### config.mk
export PLATFORM = sky130hd
export DESIGN_NAME = updown_mod_counter
export DESIGN_NICKNAME = d
export VERILOG_FILES = /design/src/rtl/updown_mod_counter.sv
export SDC_FILE = /design/constraint.sdc
export NUM_CORES = 1
export LEC_CHECK = 0
export ABC_CLOCK_PERIOD_IN_PS = 1900
export CAP_MARGIN = 20
export CORE_MARGIN = 2
export CORE_UTILIZATION = 45
export DETAILED_ROUTE_END_ITERATION = 7
export GPL_TIMING_DRIVEN = 0
export HOLD_SLACK_MARGIN = 0.12
export PLACE_DENSITY = 0.74
export SLEW_MARGIN = 15
export SYNTH_ARGS = -nofsm -noshare
export SYNTH_HDL_FRONTEND = slang
export SYNTH_SLANG_ARGS = --single-unit
### constraint.sdc
create_clock -name clk -period 1.9 [get_ports clk]
set_input_delay 0.475 -clock clk [delete_from_list [all_inputs] [get_ports clk]]
set_output_delay 0.475 -clock clk [all_outputs]
set_load 0.1 [all_outputs]
### src/rtl/updown_mod_counter.sv
// updown_mod_counter
//   Modulo up/down counter with a clock-enable prescaler, synchronous load
//   (clamped to MODULUS-1), and wrap or saturate at the terminal value.
//   Optional seven-segment hex outputs are built when UMC_HEX_EN is defined.
//
// Parameters
//   WIDTH    counter width (1..32)
//   MODULUS  count range 0..MODULUS-1 (2..2^WIDTH)
//   PRESCALE enabled clocks per count step (>=1)
//
// Ports
//   clk        rising-edge clock
//   clear      synchronous active-high reset
//   enable     advances the prescaler; prescaler and count hold while low
//   up         1 = count up, 0 = count down (sampled on step cycles)
//   sat        1 = saturate at terminal value, 0 = wrap
//   load       synchronous load of load_value (beats any coincident step)
//   load_value value for load
//   count      registered count
//   tick       one-cycle pulse after each step
//   tc         one-cycle pulse after a step taken from the terminal value
//   hex        (UMC_HEX_EN only) active-low segments, 7 bits per nibble,
//              segment a at bit 0 of each digit
module updown_mod_counter #(
    parameter int          WIDTH    = 8,
    parameter longint      MODULUS  = 256,
    parameter int          PRESCALE = 1
) (
    input  logic             clk,
    input  logic             clear,
    input  logic             enable,
    input  logic             up,
    input  logic             sat,
    input  logic             load,
    input  logic [WIDTH-1:0] load_value,
    output logic [WIDTH-1:0] count,
    output logic             tick,
    output logic             tc
`ifdef UMC_HEX_EN
    ,
    output logic [7*((WIDTH+3)/4)-1:0] hex
`endif
);

    localparam int PW = (PRESCALE > 1) ? $clog2(PRESCALE) : 1;
    localparam logic [PW-1:0] PLAST = PW'(PRESCALE - 1);
    // Terminal value held at WIDTH+1 bits so MODULUS = 2^WIDTH compares cleanly.
    localparam logic [WIDTH:0] TOP = (WIDTH+1)'(MODULUS - 1);
    localparam logic [WIDTH-1:0] TOP_W = TOP[WIDTH-1:0];

    logic [PW-1:0]    pcnt_reg;
    logic [WIDTH-1:0] count_reg;
    logic             tick_reg;
    logic             tc_reg;

    logic             step;
    logic             at_top;
    logic             at_zero;
    logic             at_term;
    logic [WIDTH-1:0] count_next;
    logic [WIDTH-1:0] load_clamped;
    logic [PW-1:0]    pcnt_next;

    assign step    = enable && (pcnt_reg == PLAST);
    assign at_top  = ({1'b0, count_reg} == TOP);
    assign at_zero = (count_reg == '0);
    assign at_term = up ? at_top : at_zero;

    assign load_clamped = ({1'b0, load_value} > TOP) ? TOP_W : load_value;
    assign pcnt_next    = step ? '0 : pcnt_reg + PW'(1);

    always_comb begin
        count_next = count_reg;
        if (up) begin
            if (at_top)
                count_next = sat ? count_reg : '0;
            else
                count_next = count_reg + WIDTH'(1);
        end else begin
            if (at_zero)
                count_next = sat ? count_reg : TOP_W;
            else
                count_next = count_reg - WIDTH'(1);
        end
    end

    always_ff @(posedge clk) begin
        if (clear) begin
            count_reg <= '0;
            pcnt_reg  <= '0;
            tick_reg  <= 1'b0;
            tc_reg    <= 1'b0;
        end else if (load) begin
            // A step landing on the same edge is discarded and the
            // prescale period restarts from the load.
            count_reg <= load_clamped;
            pcnt_reg  <= '0;
            tick_reg  <= 1'b0;
            tc_reg    <= 1'b0;
        end else begin
            tick_reg <= step;
            tc_reg   <= step && at_term;
            if (enable)
                pcnt_reg <= pcnt_next;
            if (step)
                count_reg <= count_next;
        end
    end

    assign count = count_reg;
    assign tick  = tick_reg;
    assign tc    = tc_reg;

`ifdef UMC_HEX_EN
    localparam int NDIG = (WIDTH + 3) / 4;

    function automatic logic [6:0] seg7(input logic [3:0] nib);
        logic [6:0] s;
        s = 7'h7F;
        case (nib)
            4'h0: s = 7'h40;
            4'h1: s = 7'h79;
            4'h2: s = 7'h24;
            4'h3: s = 7'h30;
            4'h4: s = 7'h19;
            4'h5: s = 7'h12;
            4'h6: s = 7'h02;
            4'h7: s = 7'h78;
            4'h8: s = 7'h00;
            4'h9: s = 7'h10;
            4'hA: s = 7'h08;
            4'hB: s = 7'h03;
            4'hC: s = 7'h46;
            4'hD: s = 7'h21;
            4'hE: s = 7'h06;
            4'hF: s = 7'h0E;
            default: s = 7'h7F;
        endcase
        return s;
    endfunction

    // Zero-pad so a partial top nibble decodes with leading zeros.
    logic [4*NDIG-1:0] count_pad;
    assign count_pad = (4*NDIG)'(count_reg);

    for (genvar gi = 0; gi < NDIG; gi++) begin : g_digit
        assign hex[7*gi +: 7] = seg7(count_pad[4*gi +: 4]);
    end
`endif

endmodule

# --- Yosys cells after proc, flatten, opt, wreduce, memory -nomap -nowiden ---
# Cells that the tools add are included.
word_totals:
  register_bits: 11
  input_bits: 14
  out_inout_bits: 10
  word_cells: 26
classes:
  n_addsub: 3
  n_eq_ne: 3
  muxes: 9
  bitwise_logic: 1
  n_reduce_logical: 6
ops:
  columns: ["op", "n"]
  rows:
  - ["$mux 8", 7]
  - ["$add 8x1->8 const B", 1]
  - ["$eq 8x8->1 const B", 1]
  - ["$logic_not 8->1", 1]
  - ["$ne 4x4->1 const B", 2]
  - ["$sub 8x1->8 const B", 1]
  - ["$reduce_and 3->1", 1]
  - ["$logic_and 1x1->1", 2]
  - ["$mux 1", 2]
  - ["$reduce_bool 2->1", 1]
  - ["$reduce_or 2->1", 1]
  - ["$add 1x1->1 const B", 1]
  - ["$not 1->1", 1]

# --- Depth between registers and ports, before layout ---
# Gate-level depths: netlist (run 1).
depth:
  word_depth: 5
  depth_mapped: 7
  depth_no_buf: 7

# --- Worst setup path after synthesis (run 1) ---
# Ideal clock, no wire load.
synth_timing:
  path_type: "reg2reg"
  from: "register count_reg[0], in the netlist count[0]"
  to: "register count_reg[3], in the netlist count[3]"
  setup_ps: 86
  arrival_ps: 2516
  t_required_ps: 1814
  setup_slack_ps: -702
  path_stages_with_launch: 8
  n_path_buf: 0
  cell_sequence: "dfxtp_1 -> inv_1 -> ha_1 -> nor4b_4 -> a2bb2o_4 -> a21oi_1 -> a21oi_1 -> a211oi_1"
synth_via:
  elab_chain_cells: 5
  elab_cells_between_ends: 12
  classes_between: "add/sub: 2; eq/ne: 3; mux: 5; reduce/logical: 2"
synth_lines:
  columns: ["element", "line_no", "text"]
  rows:
  - ["start: declaration", "52", "logic [WIDTH-1:0] count_reg;"]
  - ["start signal: assignment", "96", "count_reg <= load_clamped;"]
  - ["start signal: assignment", "106", "count_reg <= count_next;"]
  - ["$sub 8x1->8 (tied with other cells)", "83", "count_next = count_reg - WIDTH'(1);"]
  - ["$mux 8 (on tied branches)", "80, 75", null]
  - ["$mux 8", "74", "if (up) begin"]
  - ["$mux 8", "105", "if (step)"]
  - ["$mux 8", "93", "end else if (load) begin"]
# Several ways; a longest one is shown, not always the timed one. The select of a mux whose other input is x is not followed.
# A chain may end at the register's enable or synchronous reset.

# --- Worst setup path after layout (run 1) ---
layout_timing:
  from: "register tc_reg, in the netlist tc"
  to: "output tc"
layout_rtl:
  columns: ["element", "line_no", "text"]
  rows:
  - ["start: declaration", "54", "logic tc_reg;"]
  - ["start signal: assignment", "102", "tc_reg <= step && at_term;"]
  - ["end: declaration", "38", "output logic tc"]
# No word-level cell between the ends.

==> key figures, run 1 <==
Critical path
  • Crit path largest cell delay: 0.81 ns
  • Worst EP arrival: 1.40 ns
  • CP cell instances: clkdlybuf4s15_1
  • Largest delay share family, worst path: buffers and inverters
  • Crit path buffers/inverters: 1
  • Worst setup EP type: output pin
  • Max Fanout on Critical Path: 1
  • Kind of critical path: flip-flop to output pin
  • Critical Path Slowest Stage Cell: clkdlybuf4s15_1
  • FF-to-FF setup slack: 0.08 ns
  • Critical path startpoint category: flip-flop
  • Worst EP required: 1.42 ns

Place
  • Port buffer count: 23
  • Dpl cells: 168
  • Final Wtd Congestion: 0.865
  • DP Wirelength: 1900 microns
  • Setup WS pre-CTS: -0.411 ns

Synth
  • Mapped Area: 972 sq um
  • Top cell type's share of synthesized area: 0.227
  • Area contributors post-synth: dfxtp_1 23%, a211oi_1 3.9%, ha_1 3.9%
  • Post-synthesis register bit count: 11
  • Sequential element share of the synthesized area: 0.227
  • Synth area leader: dfxtp_1
  • Ys Warns: 0
  • Most instantiated cells after synthesis: 11 x dfxtp_1, 9 x nand2_1, 9 x nor2_1
  • Syn Nets: 135
  • Cell variety after synth: 47
  • Number of synthesized flops with an enable pin: 0
  • Ys async rst share: 0
  • Post-Synthesis Cells: 118
  • Syn avg cell area: 8.24 sq um
  • Top FF cell, synth: dfxtp_1
  • Top-count cell post-synth: dfxtp_1

Pwr
  • Peak ir drop on the vdd network: 554 uV
  • Int Pwr: 0.000520 W
  • Combinational power share: 0.521
  • NetSw: 0.000417 W
  • Reg power frac: 0.300
  • Sw frac: 0.445
  • Static Leak: 0.518 nW
  • P per Cell Area: 666 nW/um^2
  • Power share of the clock group: 0.180

STA
  • Max Fclk: 534 MHz
  • Slew Limit Headroom: 0.375
  • Skew final: 0.000758 ns
  • # setup viols final: 0
  • Worst Setup Slack, final: 0.0271 ns
  • Final setup TNS: 0 ns
  • Fin crit share: 0.986
  • Fin crit period: 1.87 ns
  • Final hold vios: 0
  • Worst Max-Slew Pin Slew: 0.942 ns
  • Max-slew violations: 0

Global routing
  • Number of antenna violations at the first check in global routing: 0
  • First-pass GRT wire length: 4310 microns
  • GRT overflow: 0
  • Total GRT Usage: 0.223
  • Vias in the first global route: 932
  • Largest net degree at the start of global routing: 11

Flow run
  • Max-cap violations: 0

Drt
  • Remaining antenna violation count: 0
  • DR WL/cell: 15.4 microns
  • DRC Markers: 0
  • DRT Pass-1 Iters: 4
  • Final wirelength: 2800 microns
  • Initial drt markers: 31
  • Via density: 5.92
  • Vias: 1,077

Die
  • Initial Util: 0.486
  • Die ar.: 2550 sq um
  • # IOs: 24
  • Cell row count: 16
  • Die Y: 50.5 microns
  • Core Area: 2000 sq um
  • Die width: 50.5 microns

Layout
  • Share of layout cells above drive strength 1: 0.329
  • FILL cells: 161
  • Syn-to-layout area delta: 44.7%
  • Final Non-Filler Cells: 182
  • NumNets Final: 173
  • Final Util: 0.703
  • Max reg flops: 8
  • Number of diodes: 0

CTS
  • CTS H-tree lvls: 1
  • Clk root buf: clkbuf_4
  • CTS Sinks: 11
  • Total CTS buffers: 3
  • CTS tree: done
  • Clock latency at the later pin of the worst-skew pair: 0.27 ns
  • Clock tree buffer depth: 2
  • Clock transition at path regs: 0.07 ns
  • Hold-fix buffers, CTS: 0

Min path
  • Tightest Hold Check Type: flip-flop to flip-flop

Status
  • Status: complete, no violations
logic make-up after synthesis:
kind of cell | count (synthesis) | synth area share
adder cells (fa/ha/maj) | 3 | 0.0386
AND/OR/NAND/NOR | 50 | 0.310
buffers and inverters | 13 | 0.0669
XOR/XNOR | 3 | 0.0270
AO/OA/AOI/OAI | 38 | 0.331
flip-flops | 11 | 0.227
repair_timing:
action                                  CTS  global route
resized for setup                        29             9
setup buffers                             0            10
endpoints found under the setup margin   13             9
pin swaps                                 0             3
cell usage in the layout (no fill, tap or decap), types with 3 or more instances in the layout:
cell	Yosys	routed
clkdlybuf4s15_2	0	8
a21oi_1	6	5
buf_4	1	11
buf_2	4	4
nor2b_1	6	6
nand3b_1	3	3
nor2_1	9	9
dfxtp_1	11	3
nand2_1	9	9
a211oi_1	5	5
nand3_1	6	6
clkbuf_4	0	3
clkdlybuf4s50_1	0	12
inv_1	5	3
dfxtp_2	0	6
layout make-up:
class | instances | area (sq um) | area share
Buffer | 8 | 47.5 | 0.0338
Tap cell | 27 | 33.8 | 0.0240
Multi-Input combinational cell | 94 | 722 | 0.513
Clock buffer | 4 | 26.3 | 0.0187
Inverter | 5 | 23.8 | 0.0169
Timing Repair Buffer | 33 | 318 | 0.226
Sequential cell | 11 | 235 | 0.167
per-layer routing:
metal  global-route usage  part of all wire  up-vias
met3               0.0625             0.069        0
met5                    0                 0        -
met2                0.366              0.50       46
met4               0.0766                 0        0
met1                0.279              0.43      498
li1                     -                 -      533
power groups by stage:
stage	clock, W	combinational, W	sequential, W
floorplan	0	0.000197	0.000412
global placement	0	0.000430	0.000284
detailed placement	0	0.000434	0.000285
CTS	0.000173	0.000433	0.000280
global route	0.000180	0.000520	0.000284
finish	0.000168	0.000488	0.000281
worst paths after layout:
path             from  endpoint  cells past startpoint
max reg2reg  count[0]  count[6]                      8
min reg2reg  pcnt_reg  pcnt_reg                      1
max                tc        tc                      1
min          pcnt_reg  pcnt_reg                      1
per-stage QoR:
stage          hold WS [ns]  power (W)  instance area (sq um)
2_1_floorplan         0.460   0.000610                    991
3_3_place_gp          0.468   0.000714                   1250
3_5_place_dp          0.478   0.000719                   1250
4_1_cts               0.490   0.000886                   1300
5_1_grt               0.494   0.000984                   1410
6_report              0.494   0.000937                   1410
(Power assumes the default switching activity.)
==> run 2: changes to the inputs <==
CTS_CLUSTER_DIAMETER = 150   (was unset)
==> results of run 2 <==
Same layout as run 1: the final DEF is identical, and so are final timing and power.
==> run 3: changes to the inputs <==
ABC_CLOCK_PERIOD_IN_PS = 2400   (was 1900)
clock period = 2.4 ns   (was 1.9 ns; I/O delays follow)
==> key figures, run 3 (synthesized netlist as in run 1, its figures left out) <==
STA
  • Skew final: 0.00437 ns
  • Max Fclk: 428 MHz
  • # setup viols final: 0
  • Fin crit share: 0.974
  • Worst Max-Slew Pin Slew: 0.965 ns
  • Final setup TNS: 0 ns
  • Final hold vios: 0
  • Unrepaired setup endpoints after global routing: no
  • Slew Limit Headroom: 0.355
  • Fin crit period: 2.34 ns
  • Max-slew violations: 0

Place
  • Final Wtd Congestion: 0.907
  • DP Wirelength: 1920 microns
  • Port buffer count: 23

Min path
  • Worst hold path depth: 1
  • Tightest Hold Check Type: flip-flop to flip-flop
  • Worst hold start: pcnt_reg

Critical path
  • CP Launch Point: count[5]
  • Worst EP required: 1.80 ns
  • Crit path buffers/inverters: 1
  • Crit path largest cell delay: 1.13 ns
  • Critical path depth in cells: 1
  • FF-to-FF path depth: 7
  • FF-to-FF setup slack: 0.32 ns
  • Kind of critical path: flip-flop to output pin
  • Worst EP arrival: 1.74 ns
  • Max Fanout on Critical Path: 2
  • Reg2reg end: count[3]
  • Largest delay share family, worst path: buffers and inverters
  • CP cell instances: clkdlybuf4s50_1
  • Worst setup EP type: output pin
  • FF-to-FF Start: count[0]
  • CP Capture Point: count[5]
  • Critical Path Slowest Stage Cell: clkdlybuf4s50_1
  • Critical path startpoint category: flip-flop

Global routing
  • GRT overflow: 0
  • Number of antenna violations at the first check in global routing: 0
  • Largest net degree at the start of global routing: 11
  • Total GRT Usage: 0.232
  • Vias in the first global route: 999
  • First-pass GRT wire length: 4510 microns

Drt
  • DRC Markers: 0
  • Final wirelength: 2660 microns
  • Vias: 1,081
  • Via density: 6.28
  • Remaining antenna violation count: 0
  • DRT Pass-1 Iters: 4
  • DR WL/cell: 15.5 microns
  • Initial drt markers: 51

CTS
  • Clock transition at path regs: 0.08 ns
  • CTS H-tree lvls: 1
  • CTS tree: done
  • Clock latency at the later pin of the worst-skew pair: 0.28 ns
  • Postcts setup bufs: 0
  • CTS Sinks: 11
  • Clock tree buffer depth: 2
  • Clk root buf: clkbuf_4
  • Total CTS buffers: 3

Pwr
  • Power, Total: 0.000700 W
  • Peak ir drop on the vdd network: 447 uV
  • P per Cell Area: 554 nW/um^2
  • Static Leak: 0.490 nW

Layout
  • Sequential Area: 223 sq um
  • Most frequent cells in the layout: 16 x clkdlybuf4s50_1, 9 x nor2_1, 9 x nand2_1, 9 x dfxtp_1
  • Commonest non-fill, non-tap cell in the layout: clkdlybuf4s50_1
  • FILL cells: 188
  • Area of the multi-input gates: 687 sq um
  • Number of diodes: 0
  • Share of layout cells above drive strength 1: 0.145
  • NumNets Final: 163
  • Syn-to-layout area delta: 30.0%
  • Max reg flops: 8

Die
  • Initial Util: 0.486
  • # IOs: 24
  • Core Area: 2000 sq um
  • Cell row count: 16
  • Die width: 50.5 microns
  • Die Y: 50.5 microns
  • Die ar.: 2550 sq um

Status
  • Status: complete, no violations

Flow run
  • Max-cap violations: 0
[run 3: cell count changes in the layout (fill, tap and decap cells not counted), moves of 4 or more]
cell and delta:
clkdlybuf4s15_2 -8, dfxtp_1 +6, dfxtp_2 -4, dlygate4sd2_1 +5, buf_4 -10, clkdlybuf4s50_1 +4
[run 3: per-layer routing]
metal | vias to the layer above | track usage | share of wire
met5 | - | 0 | 0
met4 | 0 | 0.0991 | 0.018
met3 | 9 | 0.0625 | 0.089
met2 | 54 | 0.384 | 0.47
met1 | 509 | 0.283 | 0.42
li1 | 509 | - | -
[run 3: layout make-up]
type	count	share of cell area
timing repair buffer	23	0.181
sequential	11	0.176
buffer	8	0.0366
multi-input combinational	94	0.544
clock buffer	4	0.0208
inverter	5	0.0149
tap	27	0.0267
[run 3: what timing repair did]
item | 4_1_cts | 5_1_grt
gates resized for setup | 5 | 2
pin swaps | 0 | 0
endpoints found under the setup margin | 5 | 2
hold buffers | 0 | 0
[run 3: how the worst min path moves through the flow]
stage | to
after floorplan | pcnt_reg
after global placement | pcnt_reg
after detailed placement | pcnt_reg
after CTS | pcnt_reg
after global routing | pcnt_reg
final | pcnt_reg
[run 3: power breakdown]
part	internal, W	switching, W
sequential	0.000198	0.0000208
combinational	0.000116	0.000224
clock	0.0000645	0.0000767
[run 3: metrics by stage]
| stage | cell area [sq um] | std cells | utilization | setup WS [ns] | hold slack [ns] |
|---|---|---|---|---|---|
| 5_1_grt | 1260 | 172 | 0.631 | 0.0181 | 0.501 |
| 3_3_place_gp | 1240 | 168 | 0.619 | -0.121 | 0.469 |
| 2_1_floorplan | 975 | 118 | - | 0.143 | 0.460 |
| 4_1_cts | 1260 | 172 | 0.629 | 0.0118 | 0.491 |
| 6_report | 1260 | 172 | 0.631 | 0.0634 | 0.488 |
| 3_5_place_dp | 1240 | 168 | 0.619 | -0.0960 | 0.479 |
[run 3: worst reg2reg max path, stage by stage (launching register included)]
cell and delay, ns:
dfxtp_2 0.42, inv_1 0.11, ha_1 0.20, nor4b_4 0.16, a2bb2o_4 0.26, a21oi_1 0.50
a21oi_1 0.13, a211oi_1 0.22
